--- config.mk ---
export PLATFORM = sky130hd
export DESIGN_NAME = accel_averager
export DESIGN_NICKNAME = d
export VERILOG_FILES = /design/src/rtl/accel_averager.sv
export SDC_FILE = /design/constraint.sdc
export NUM_CORES = 1
export LEC_CHECK = 0
export ABC_AREA = 1
export BUFFER_PORTS_ARGS = -buffer_cell sky130_fd_sc_hd__buf_2
export CAP_MARGIN = 20
export CELL_PAD_IN_SITES_DETAIL_PLACEMENT = 0
export CELL_PAD_IN_SITES_GLOBAL_PLACEMENT = 1
export CORE_MARGIN = 8
export CORE_UTILIZATION = 40
export DETAILED_ROUTE_END_ITERATION = 7
export GPL_TIMING_DRIVEN = 0
export PLACE_DENSITY_LB_ADDON = 0.1
export SLEW_MARGIN = 40
export SYNTH_ARGS = -nofsm -noshare
export SYNTH_HDL_FRONTEND = slang
export SYNTH_SLANG_ARGS = --single-unit
--- constraint.sdc ---
create_clock -name clk -period 4 [get_ports clk]
set_clock_uncertainty 0.1 [all_clocks]
set_input_delay 0.2 -clock clk [delete_from_list [all_inputs] [get_ports clk]]
set_output_delay 0.2 -clock clk [all_outputs]
set_load 0.02 [all_outputs]
--- src/rtl/accel_averager.sv ---
// Boxcar averager for the accelerometer Y/Z words: samples every SAMPLE_DIV cycles,
// averages 2^LOG2_N samples per axis and classifies board tilt from the averages.
module accel_averager #(
    parameter int unsigned SAMPLE_DIV  = 100000,
    parameter int unsigned LOG2_N      = 4,
    parameter int          TILT_THRESH = 256
) (
    input  logic        clk,
    input  logic        reset,
    input  logic [15:0] Y_value,
    input  logic [15:0] Z_value,
    output logic [15:0] y_avg,
    output logic [15:0] z_avg,
    output logic        avg_valid,
    output logic [1:0]  tilt
);

    localparam int unsigned DATA_W = 16;
    localparam int unsigned CNT_W  = $clog2(SAMPLE_DIV);
    localparam int unsigned ACC_W  = DATA_W + LOG2_N;

    localparam logic [CNT_W-1:0]         TICK_AT  = CNT_W'(SAMPLE_DIV - 1);
    localparam logic [LOG2_N-1:0]        LAST_SMP = {LOG2_N{1'b1}};
    localparam logic signed [DATA_W-1:0] THR_POS  = DATA_W'(TILT_THRESH);
    localparam logic signed [DATA_W-1:0] THR_NEG  = DATA_W'(-TILT_THRESH);

    typedef enum logic {
        ACCUM = 1'b0,
        DUMP  = 1'b1
    } state_t;

    state_t state_q, state_d;

    logic [DATA_W-1:0] y_s1, y_s2, z_s1, z_s2;
    logic [CNT_W-1:0]  timer;
    logic [LOG2_N-1:0] sample_cnt;
    logic [ACC_W-1:0]  acc_y, acc_z;

    logic                     tick_c;
    logic signed [DATA_W-1:0] y_new_c, z_new_c;
    logic [1:0]               tilt_new_c;

    assign tick_c = (timer == TICK_AT);

    // Arithmetic shift by LOG2_N keeping the low 16 bits is exactly the top 16 accumulator bits.
    assign y_new_c = acc_y[ACC_W-1 -: DATA_W];
    assign z_new_c = acc_z[ACC_W-1 -: DATA_W];

    // Tilt priority: inverted board dominates, then strict signed Y thresholds.
    always_comb begin
        tilt_new_c = 2'b00;
        if (z_new_c < 0) begin
            tilt_new_c = 2'b11;
        end else if (y_new_c > THR_POS) begin
            tilt_new_c = 2'b01;
        end else if (y_new_c < THR_NEG) begin
            tilt_new_c = 2'b10;
        end
    end

    always_ff @(posedge clk) begin
        if (reset) begin
            state_q <= ACCUM;
        end else begin
            state_q <= state_d;
        end
    end

    always_comb begin
        state_d = state_q;
        case (state_q)
            ACCUM:   if (tick_c && (sample_cnt == LAST_SMP)) state_d = DUMP;
            DUMP:    state_d = ACCUM;
            default: state_d = ACCUM;
        endcase
    end

    // Synchronisers, free-running sample timer, accumulation and output registers.
    always_ff @(posedge clk) begin
        if (reset) begin
            y_s1       <= '0;
            y_s2       <= '0;
            z_s1       <= '0;
            z_s2       <= '0;
            timer      <= '0;
            sample_cnt <= '0;
            acc_y      <= '0;
            acc_z      <= '0;
            y_avg      <= '0;
            z_avg      <= '0;
            tilt       <= '0;
            avg_valid  <= 1'b0;
        end else begin
            y_s1      <= Y_value;
            y_s2      <= y_s1;
            z_s1      <= Z_value;
            z_s2      <= z_s1;
            timer     <= tick_c ? '0 : timer + CNT_W'(1);
            avg_valid <= 1'b0;
            if (state_q == DUMP) begin
                y_avg      <= y_new_c;
                z_avg      <= z_new_c;
                tilt       <= tilt_new_c;
                avg_valid  <= 1'b1;
                acc_y      <= '0;
                acc_z      <= '0;
                sample_cnt <= '0;
            end else if (tick_c) begin
                acc_y      <= acc_y + {{LOG2_N{y_s2[DATA_W-1]}}, y_s2};
                acc_z      <= acc_z + {{LOG2_N{z_s2[DATA_W-1]}}, z_s2};
                sample_cnt <= sample_cnt + LOG2_N'(1);
            end
        end
    end

endmodule

==> results.ini <==
[global_route]
grt_first_pass_wirelength_mm=31.9
first_global_vias=6484
grt.overflow.total=0
grt_max_degree=19
grtUsageTotal=0.167
antenna_found_initial=0

[setup_path]
arrival_ns=2.29
cp-end-kind=flop
crit_path_start=acc_y[0]$_SDFFE_PP0P_
critPathKind=reg -> reg
rr_startpoint=acc_y[0]$_SDFFE_PP0P_
r2r_end=acc_y[16]$_SDFFE_PP0P_
setup.worst_path.start_class=flop
required_ns=4.23
worst-path-max-fanout=4
ff2ff_path_depth=12
timing.reg2reg.setup_slack_ns=1.95

[timing]
finalCritPeriodShare=0.513
finalHoldViolCount=0
finalHoldWorstSlack_ns=0.0420
rsz0062_at_grt=false
tightest_slew_ns=0.640
drv_slew=0
tns_ns=0
clock.fmax_mhz=487
setup_viol=0
relSlewSlack=0.573
post-route-min-period_ns=2.05

[worst_hold_path]
holdPathEnd=avg_valid$_SDFF_PP0_
min_path_cells=2
hold_start=reset
hold_path.class=in -> reg

[route]
num_vias=6806
drc=0
detail-route-antenna-nets=0
via_per_inst=4.54
first_pass_iters=4
routed_wirelength_mm=19.4
drt_iter0_markers=340
wl_per_cell_um=12.9

[clock_tree]
clkLatencyLatePin_ns=0.43
cts_setup_buffers=0
cts.sinks=161
h-tree-depth=4
postCtsResizedCells=0
numCtsBuffers=17
cts_buffer_depth=2
cts_root_buf=clkbuf_16
cts_tree=built
clk_pin_slew_ns=0.07

[floorplanning]
core_um2=18800
ios=69
die_h_um=155
rows=50
die_area_um2=24000
chipWidth_um=155
start_util=0.409

[power_and_ir_drop]
p_comb_frac=0.043
internal_power_uw=2600
switching_power_uw=861
seqPwrFrac=0.476
p_per_area_nw_per_um2=372
power.leakage_uw=0.00459
swShare=0.249
ir_drop_v=0.000287
clkPwrFrac=0.482

[logic_synthesis]
synth_area_um2=7710
ys_top_cells_by_area=dfxtp_1 42%, nand2_1 12%, inv_1 10%
synthDistinctLibCells=31
syn-mean-instance-area_um2=6.96
synthTopCellsByCount=252 x nand2_1, 206 x inv_1, 161 x dfxtp_1
syn_nets=1184
synth.most_common_cell=nand2_1
syn_inst=1108
yosys_warnings=0
yosysTopAreaCell=dfxtp_1
async_flop_share=0
synthFlopType=dfxtp_1
synth_edf_count=0
yosysTopAreaCellShare=0.418
ys_ff_latch=161
yosysSeqAreaShare=0.418

[cells_and_area]
multiInputGateArea_um2=3570
seqCellArea_um2=3220
layout.nets=1303
nFillCells=1991
final_util=0.494
drive_gt1_frac=0.0968
diodes=0
area_growth_pct=20.7

[status]
outcome=complete, no violations

[flow_run]
cap_violations=0

[place]
io_buffers=68
dpl.hpwl_mm=15.3
routabilityCongestion=0.818

[cell usage in the layout, fill, tap and decap left out, types with 5 or more instances in the layout]
master           n
o21ai_1          8
inv_8            7
ha_1            40
clkbuf_16       17
nand2_1        252
xnor2_1         10
o21ai_0         52
xor2_1          15
nor2_1         137
nor2_2           5
nor3_1          11
inv_1          206
buf_2           74
a21oi_1         73
clkbuf_1        16
nand4_1         11
dfxtp_1        161
dlygate4sd3_1   32
nand3_1         71
and2_1           6
[metal layers]
metal	global-route usage	vias up	share of wire
met1	0.222	2994	0.51
met3	0.0359	17	0.038
met4	0.0518	0	0.014
li1	-	3695	-
met2	0.264	100	0.44
met5	0	-	0
[worst max-delay path: stages, from the launching register on]
cell,delay (ns)
dfxtp_1,0.32
ha_1,0.23
fa_1,0.46
nand3_1,0.10
nand3_1,0.11
nand2_1,0.08
nand2_1,0.14
nand2_1,0.13
nand2_1,0.05
nand2_1,0.06
nand3_1,0.07
nand2_1,0.06
inv_1,0.03
[power groups by stage]
| stage | clock network, uW | registers [uW] | logic, uW |
|---|---|---|---|
| 3_5_place_dp | 0 | 1690 | 127 |
| 4_1_cts | 1710 | 1650 | 151 |
| 3_3_place_gp | 0 | 1690 | 126 |
| 6_report | 1670 | 1650 | 148 |
| 2_1_floorplan | 0 | 1680 | 83.8 |
| 5_1_grt | 1770 | 1650 | 170 |
[worst max path at each step]
stage / cells past startpoint / slack, ns / endpoint
6_report: 12 / 1.95 / acc_y[16]$_SDFFE_PP0P_
4_1_cts: 12 / 1.93 / acc_y[16]$_SDFFE_PP0P_
3_5_place_dp: 12 / 1.95 / acc_y[16]$_SDFFE_PP0P_
5_1_grt: 12 / 1.78 / acc_y[16]$_SDFFE_PP0P_
2_1_floorplan: 12 / 2.24 / acc_y[16]$_SDFFE_PP0P_
3_3_place_gp: 12 / 1.94 / acc_y[16]$_SDFFE_PP0P_
[sequential cells by signal, indices dropped and copies added, names as in the netlist]
register and count:
avg_valid 1, y_s1 16, z_s2 16, acc_y 20
z_s1 16, z_avg 16, y_avg 16, tilt 2
sample_cnt 4, y_s2 16, state_q 1, timer 17
acc_z 20
[area by class of cell]
type	count	area share
plain buffers	25	0.0129
clock buffers	17	0.0457
clock inverters	15	0.0198
inverters	211	0.0851
multi-input cells	711	0.384
flip-flops and latches	161	0.346
well taps	260	0.0350
repair buffers	100	0.0710
[stage by stage]
step | power, uW | std cells | setup WS [ns] | instance area (um^2)
floorplan | 1760 | 1108 | 2.24 | 7710
finish | 3460 | 1500 | 1.95 | 9310
CTS | 3510 | 1500 | 1.93 | 9310
detailed placement | 1810 | 1436 | 1.95 | 8380
global route | 3590 | 1500 | 1.78 | 9310
global placement | 1810 | 1436 | 1.94 | 8380
[kinds of logic after synthesis]
family,after synthesis,synth area share
fa+ha+maj,42,0.0701
flops,161,0.418
compound gates,144,0.0977
simple gates,500,0.267
xor+xnor,25,0.0284
buf+inv,236,0.118
[repair_timing]
action	CTS	global route
hold buffers	32	0
setup endpoints to repair	0	0
endpoints found under the hold margin	32	0
No activity file was read; power rests on OpenSTA's default activity.
